==> src/rtl/ghr_pkg.sv <==
// Shared types for the speculative global branch-history register.
// Provides the default history width and the checkpoint entry layout.
package ghr_pkg;

    localparam int HIST_W_DEFAULT = 12;

    typedef logic [HIST_W_DEFAULT-1:0] history_t;

    // One in-flight branch: history it was predicted with, plus its prediction.
    typedef struct packed {
        history_t hist;
        logic     pred;
    } checkpoint_t;

endpackage

==> src/rtl/ghr_checkpoint_fifo.sv <==
// In-order checkpoint FIFO holding one entry per unresolved branch.
// Ports: clock/reset, push+push_data, pop, flush, head_data, count, full, empty.
module ghr_checkpoint_fifo
    import ghr_pkg::*;
#(
    parameter type entry_t = checkpoint_t,
    parameter int  DEPTH   = 8,
    localparam int PW      = $clog2(DEPTH),
    localparam int CW      = PW + 1
) (
    input  logic          clock,
    input  logic          reset,
    input  logic          push,
    input  entry_t        push_data,
    input  logic          pop,
    input  logic          flush,
    output entry_t        head_data,
    output logic [CW-1:0] count,
    output logic          full,
    output logic          empty
);

    entry_t          mem [DEPTH];
    logic   [PW-1:0] head;
    logic   [PW-1:0] tail;

    // Storage needs no reset; pointers and count define validity.
    always_ff @(posedge clock) begin
        if (push && !flush) begin
            mem[tail] <= push_data;
        end
    end

    always_ff @(posedge clock) begin
        if (reset || flush) begin
            head  <= '0;
            tail  <= '0;
            count <= '0;
        end else begin
            if (pop) begin
                head <= head + PW'(1);
            end
            if (push) begin
                tail <= tail + PW'(1);
            end
            count <= count + CW'(push) - CW'(pop);
        end
    end

    assign head_data = mem[head];
    assign full      = (count == CW'(DEPTH));
    assign empty     = (count == '0);

endmodule

==> src/rtl/global_history_register.sv <==
// Speculative global history with checkpointed one-cycle mispredict repair.
// Ports: fetch side (valid/taken_pred/ready, global_history), resolve side
// (valid/taken), registered predictor update (upd_*), retired history,
// inflight_count and a resolve_error pulse for resolves with nothing in flight.
module global_history_register
    import ghr_pkg::*;
#(
    parameter int  HIST_W = HIST_W_DEFAULT,
    parameter int  DEPTH  = 8,
    localparam int CW     = $clog2(DEPTH) + 1
) (
    input  logic              clock,
    input  logic              reset,
    input  logic              fetch_valid,
    input  logic              fetch_taken_pred,
    output logic              fetch_ready,
    output logic [HIST_W-1:0] global_history,
    input  logic              resolve_valid,
    input  logic              resolve_taken,
    output logic              upd_valid,
    output logic [HIST_W-1:0] upd_history,
    output logic              upd_taken,
    output logic              upd_mispredict,
    output logic [HIST_W-1:0] retired_history,
    output logic [CW-1:0]     inflight_count,
    output logic              resolve_error
);

    typedef struct packed {
        logic [HIST_W-1:0] hist;
        logic              pred;
    } entry_t;

    entry_t head;
    entry_t push_data;
    logic   full;
    logic   empty;
    logic   do_resolve;
    logic   mispredict_now;
    logic   do_fetch;

    assign do_resolve     = resolve_valid && !empty;
    assign mispredict_now = do_resolve && (resolve_taken != head.pred);

    // Blocked on a repair cycle: the new fetch would use the wrong history.
    // A same-cycle pop does not free a slot while full.
    assign fetch_ready = !full && !mispredict_now;
    assign do_fetch    = fetch_valid && fetch_ready;

    assign push_data.hist = global_history;
    assign push_data.pred = fetch_taken_pred;

    ghr_checkpoint_fifo #(
        .entry_t (entry_t),
        .DEPTH   (DEPTH)
    ) u_fifo (
        .clock     (clock),
        .reset     (reset),
        .push      (do_fetch),
        .push_data (push_data),
        .pop       (do_resolve && !mispredict_now),
        .flush     (mispredict_now),
        .head_data (head),
        .count     (inflight_count),
        .full      (full),
        .empty     (empty)
    );

    always_ff @(posedge clock) begin
        if (reset) begin
            global_history  <= '0;
            retired_history <= '0;
        end else begin
            if (mispredict_now) begin
                global_history <= {head.hist[HIST_W-2:0], resolve_taken};
            end else if (do_fetch) begin
                global_history <= {global_history[HIST_W-2:0], fetch_taken_pred};
            end
            if (do_resolve) begin
                retired_history <= {retired_history[HIST_W-2:0], resolve_taken};
            end
        end
    end

    always_ff @(posedge clock) begin
        if (reset) begin
            upd_valid      <= 1'b0;
            upd_history    <= '0;
            upd_taken      <= 1'b0;
            upd_mispredict <= 1'b0;
            resolve_error  <= 1'b0;
        end else begin
            upd_valid     <= do_resolve;
            resolve_error <= resolve_valid && empty;
            if (do_resolve) begin
                upd_history    <= head.hist;
                upd_taken      <= resolve_taken;
                upd_mispredict <= mispredict_now;
            end
        end
    end

endmodule

==> config.mk <==
export PLATFORM = sky130hd
export DESIGN_NAME = global_history_register
export DESIGN_NICKNAME = d
export VERILOG_FILES = /design/src/rtl/ghr_pkg.sv /design/src/rtl/ghr_checkpoint_fifo.sv /design/src/rtl/global_history_register.sv
export SDC_FILE = /design/constraint.sdc
export NUM_CORES = 1
export LEC_CHECK = 0
export BUFFER_PORTS_ARGS = -buffer_cell sky130_fd_sc_hd__buf_2
export CAP_MARGIN = 5
export CORE_AREA = 2 2 112 114
export DETAILED_ROUTE_END_ITERATION = 6
export DIE_AREA = 0 0 114 116
export PLACE_DENSITY = 0.73
export SLEW_MARGIN = 20
export SYNTH_ARGS = -nofsm -noshare
export SYNTH_HDL_FRONTEND = slang
export SYNTH_SLANG_ARGS = --single-unit
==> constraint.sdc <==
create_clock -name clock -period 3.05 [get_ports clock]
set_input_delay 0.305 -clock clock [delete_from_list [all_inputs] [get_ports clock]]
set_output_delay 0.305 -clock clock [all_outputs]
set_load 0.005 [all_outputs]
# After elaboration in Yosys (flattened, before gate mapping)
# Memories as Yosys holds them, arrays and structs flattened. A register that Yosys moved wholly into a read port is not among the register bits.
# Cells that the tools add are included.
# totals
elab_cells	36
inputBits	6
memories	1
ff_bits	50
ram_bits	104
out_inout_bits	45
# mem_list
memory	words	width	read_ports	rd_ports_with_merged_regs	wr	line	source
u_fifo.mem	8	13	1	1	1	ghr_checkpoint_fifo.sv:23	entry_t mem [DEPTH];
# op_classes
reduce_logical	13
n_eq_ne	2
n_addsub	4
mux	6
# op_table
operator	n
two-way mux 12 bit	2
logical AND 1 bit	7
adder 3 x 1 -> 3 bit, second input constant	2
two-way mux 3 bit	2
adder 4 x 1 -> 4 bit	1
equality test 4 bit, second input constant	1
zero test 4 bit	1
subtractor 4 x 1 -> 4 bit	1
zero test 1 bit	3
two-way mux 1 bit	2
nonzero test 2 bit	1
logical OR 1 bit	1
!= test 1 bit	1

# Logic depth before layout (Yosys ltp)
# logic_depth
depth_word	10
mapped_depth	15
depth_no_buf	12

# Cells and area by module
# Synthesis repeated with hierarchy kept, for this count alone.
# hier_totals
cells_unflattened	404
hier_area_um2	6189.7
# by_module_without_submodules
module	area_each_um2	n_inst	seq_area_each_um2	cells_each
ghr_checkpoint_fifo	4639.4	1	3383.2	224
global_history_register	1550.2	1	780.7	180

# Least setup slack after synthesis
# No wires, ideal clock.
# synth_timing
path_type	reg-to-reg
start	reg (tool-made name)
end	mem u_fifo.mem[3][0] in the netlist's numbering (enable)
t_arrival_ps	2985
synth_period_minus_slack_ps	3407
required_ps	2628
n_path_buf	0
slack_ps	-357
setup_time_ps	422
path_stages_with_launch	5
path_cell_list	dfxtp_1 mux2_2 mux4_2 mux2i_2 nor4b_1
# synth_rtl
item	line
to (decl)	ghr_checkpoint_fifo.sv:23

==> summary.txt <==
Worst skew pair latency -> 0.42 ns
Switching power -> 0.00183 W
Startpoint types -> register
Core Box Area -> 11900 sq um
Max Buffers Root-to-Sink -> 2
Synth top area share -> 50.2%
Crit path kind -> register to output pin
Run status -> finished, final reports clean
Die Area -> 13200 sq um
GP Congestion -> 0.812
CTS tree -> built
Worst Path Buf+Inv -> 1
Port bufs -> 50
Slowest-stage cell, CP -> mux4_2
First-pass GRT wire length -> 20.6 mm
Post-Syn Nets -> 415
Hold Path Class -> primary input to register
Max Clk Rate -> 352 MHz
DR WL/cell -> 21.1 um
Net switching fraction of the power -> 28.3%
Syn Std Cell Area -> 6220 sq um
IO Pins -> 51
CP delay by family, top -> multiplexers
H-tree Lvls -> 4
Worst-path cell chain -> mux2_1 -> mux4_2 -> mux2_4 -> and2_1 -> buf_2
Clock power share -> 33.6%
Via count -> 3689
Width of the die -> 114 um
Largest family of logic cells by synthesized area -> multiplexers
Clock Sinks -> 156
CP Max Fanout -> 12
Register area -> 4170 sq um
Slew @ Worst Pin -> 1.11 ns
Syn Area/Cell -> 15.6 sq um
Worst EP arrival -> 2.53 ns
Synth area leader -> edfxtp_1
Top post-synthesis cells by area -> edfxtp_1, dfxtp_1, mux4_2
Power per Cell Area -> 875 nW/um^2
WP data required -> 2.74 ns
Final Cycle Share -> 93.0%
Initial DRT Pass Iterations -> 6
Mux cell area share after synthesis -> 13.3%
Initial core utilization -> 52.2%
Synth warn -> 0
Area after DPL -> 6780 sq um
Synth top cells by count -> edfxtp_1, dfxtp_1, nand2_1, mux4_2, nor3_1
Overflow after GRT -> 0
Leak Pwr -> 2.65 nW
Total GRT Usage -> 21.6%
Vias in the first global route -> 3691
# diodes -> 0
Number of synthesized register bits -> 156
Sequential Power Share -> 45.4%
Placement Rows -> 40
Post-Route WL -> 13.3 mm
Postcts setup bufs -> 0
Area grow syn2layout -> 18.7%
Top_reg_cell synth -> edfxtp_1
Min cycle time layout -> 2.84 ns
DR iter-0 viols -> 256
Drc violations -> 0
Cell area after layout -> 7390 sq um
Post-Synth Simple-Gate Area -> 8.08%
Setup violators final -> 0
Dpl hpwl -> 8.41 mm
RSZ-0062 raised after global routing -> no
EDFF count, synth -> 104
Die Y -> 116 um
Post-synthesis adder-cell area fraction -> 1.93%
Hold wc startpoint -> fetch_taken_pred
Multi-input gate area -> 1940 sq um
Max Cap Violations -> 0
Post-Syn Instances -> 400
Initial antenna violation count -> 0
Filler Cell Count -> 854
Comb power frac -> 21.0%
Compound-gate portion of the synthesized area -> 5.89%
Post-synthesis sequential area ratio -> 66.9%
Layout cells sized above 1 -> 33.1%
Slowest stage delay, CP -> 0.53 ns
Most frequent cell after synthesis -> edfxtp_1
Design Power -> 0.00647 W
Pin count of the biggest net entering global routing -> 30
Via-to-Cell Ratio -> 5.87
Post-synth cell types -> 43
Asr flop ratio synth -> 0%
XOR/XNOR Fraction of Synth Area -> 1.15%
Post-route ant nets -> 0
Nature of the critical path endpoint -> output pin
TritonCTS buffer count -> 17
Hold Vio Cnt, Final -> 0
Clock root buffer master -> clkbuf_16
Setup Skew -> 0.0106 ns
Layout Nets -> 483
Internal power -> 0.00464 W
Max rail drop VDD -> 408 uV
Worst-path clk slew -> 0.06 ns
Slew Viols, Final -> 0
Relative slew margins -> 25.9%
==> metal layers <==
metal,global-route usage (%),share of wire [%],up-vias
li1,-,-,1677
met1,26.8,41,1883
met2,36.9,52,109
met3,5.02,4.9,20
met4,9.27,1.8,0
met5,0,0,-
==> kinds of logic after synthesis <==
| family | after synthesis |
|---|---|
| xor gates and xnor gates | 6 |
| DFF | 156 |
| and+or+nand+nor | 99 |
| adders and majority gates | 9 |
| muxes | 49 |
| AOI/OAI and AO/OA | 45 |
| buffers and inverters | 36 |
==> through the flow <==
| step | TNS (ns) | std cells | utilization, % | hold WS, ns | worst slack, ns |
|---|---|---|---|---|---|
| floorplan | -27.08 | 400 | - | 0.404 | -0.357 |
| global placement | 0 | 596 | 56.9 | 0.445 | 0.366 |
| detailed placement | 0 | 596 | 56.9 | 0.456 | 0.184 |
| CTS | 0 | 628 | 62.0 | 0.170 | 0.0434 |
| global route | 0 | 628 | 62.0 | 0.195 | 0.158 |
| finish | 0 | 628 | 62.0 | 0.178 | 0.212 |
==> cell usage in the layout, fill, tap and decap left out, types with 3 or more instances in the layout <==
cell and instances:
clkinvlp_4 3, xor2_1 4, a21oi_1 14, mux2i_1 17, dfxtp_1 50, clkbuf_16 17
nor3_1 19, edfxtp_1 104, mux2_2 3, bufinv_16 4, nor4_2 3, clkbuf_1 4
a221oi_2 9, buf_2 50, mux4_2 26, buf_4 28, nand3b_1 4, nand2_1 27
ha_1 8, inv_1 7, nor2_1 17, a211oi_1 13, nor2b_1 11, nor4b_2 4
nand3_1 3
==> sequential cells by signal (all words and copies together) (netlist names), named ones only <==
signal / cells
upd_mispredict: 1
retired_history: 12
global_history: 12
upd_history: 12
u_fifo.tail: 3
u_fifo.count: 4
resolve_error: 1
u_fifo.mem: 104
u_fifo.head: 3
upd_valid: 1
==> power by group through the flow <==
stage,Clock (W),Combinational [W],Sequential [W]
6_report,0.00217,0.00136,0.00294
5_1_grt,0.00228,0.00148,0.00298
4_1_cts,0.00219,0.00137,0.00294
3_5_place_dp,0,0.00136,0.00298
3_3_place_gp,0,0.00132,0.00296
2_1_floorplan,0,0.000913,0.00289
==> worst paths after layout <==
path                                      endpoint  slack (ns)  depth (start not counted)
setup reg to reg        u_fifo.count[2]$_SDFF_PP0_        0.32                         11
hold / removal          u_fifo.mem[4][0]$_DFFE_PP_        0.18                          1
hold reg to reg   retired_history[11]$_SDFFE_PP0P_        0.46                          2
setup / recovery                       fetch_ready        0.21                          5
==> worst reg2reg max path, delay by kind of cell (launching register included) <==
| kind | cells | cell delay, ns |
|---|---|---|
| simple gates | 2 | 0.17 |
| flops | 1 | 0.47 |
| mux | 2 | 0.70 |
| xor+xnor | 2 | 0.34 |
| fa+ha+maj | 3 | 0.79 |
| buf+inv | 2 | 0.12 |
==> final cells by class <==
| class | instances | area share [%] |
|---|---|---|
| clock inverter | 11 | 2.30 |
| multi-input combinational | 208 | 26.3 |
| sequential | 156 | 56.4 |
| timing repair buffer | 78 | 6.23 |
| tap | 147 | 2.49 |
| clock buffer | 21 | 5.96 |
| inverter | 7 | 0.356 |
==> repair_timing <==
item                       in CTS  in global routing
gates resized for setup         0                  1
hold buffers                    0                  0
setup endpoints to repair       0                  1
Note: power is estimated with default switching activity, not from simulation.
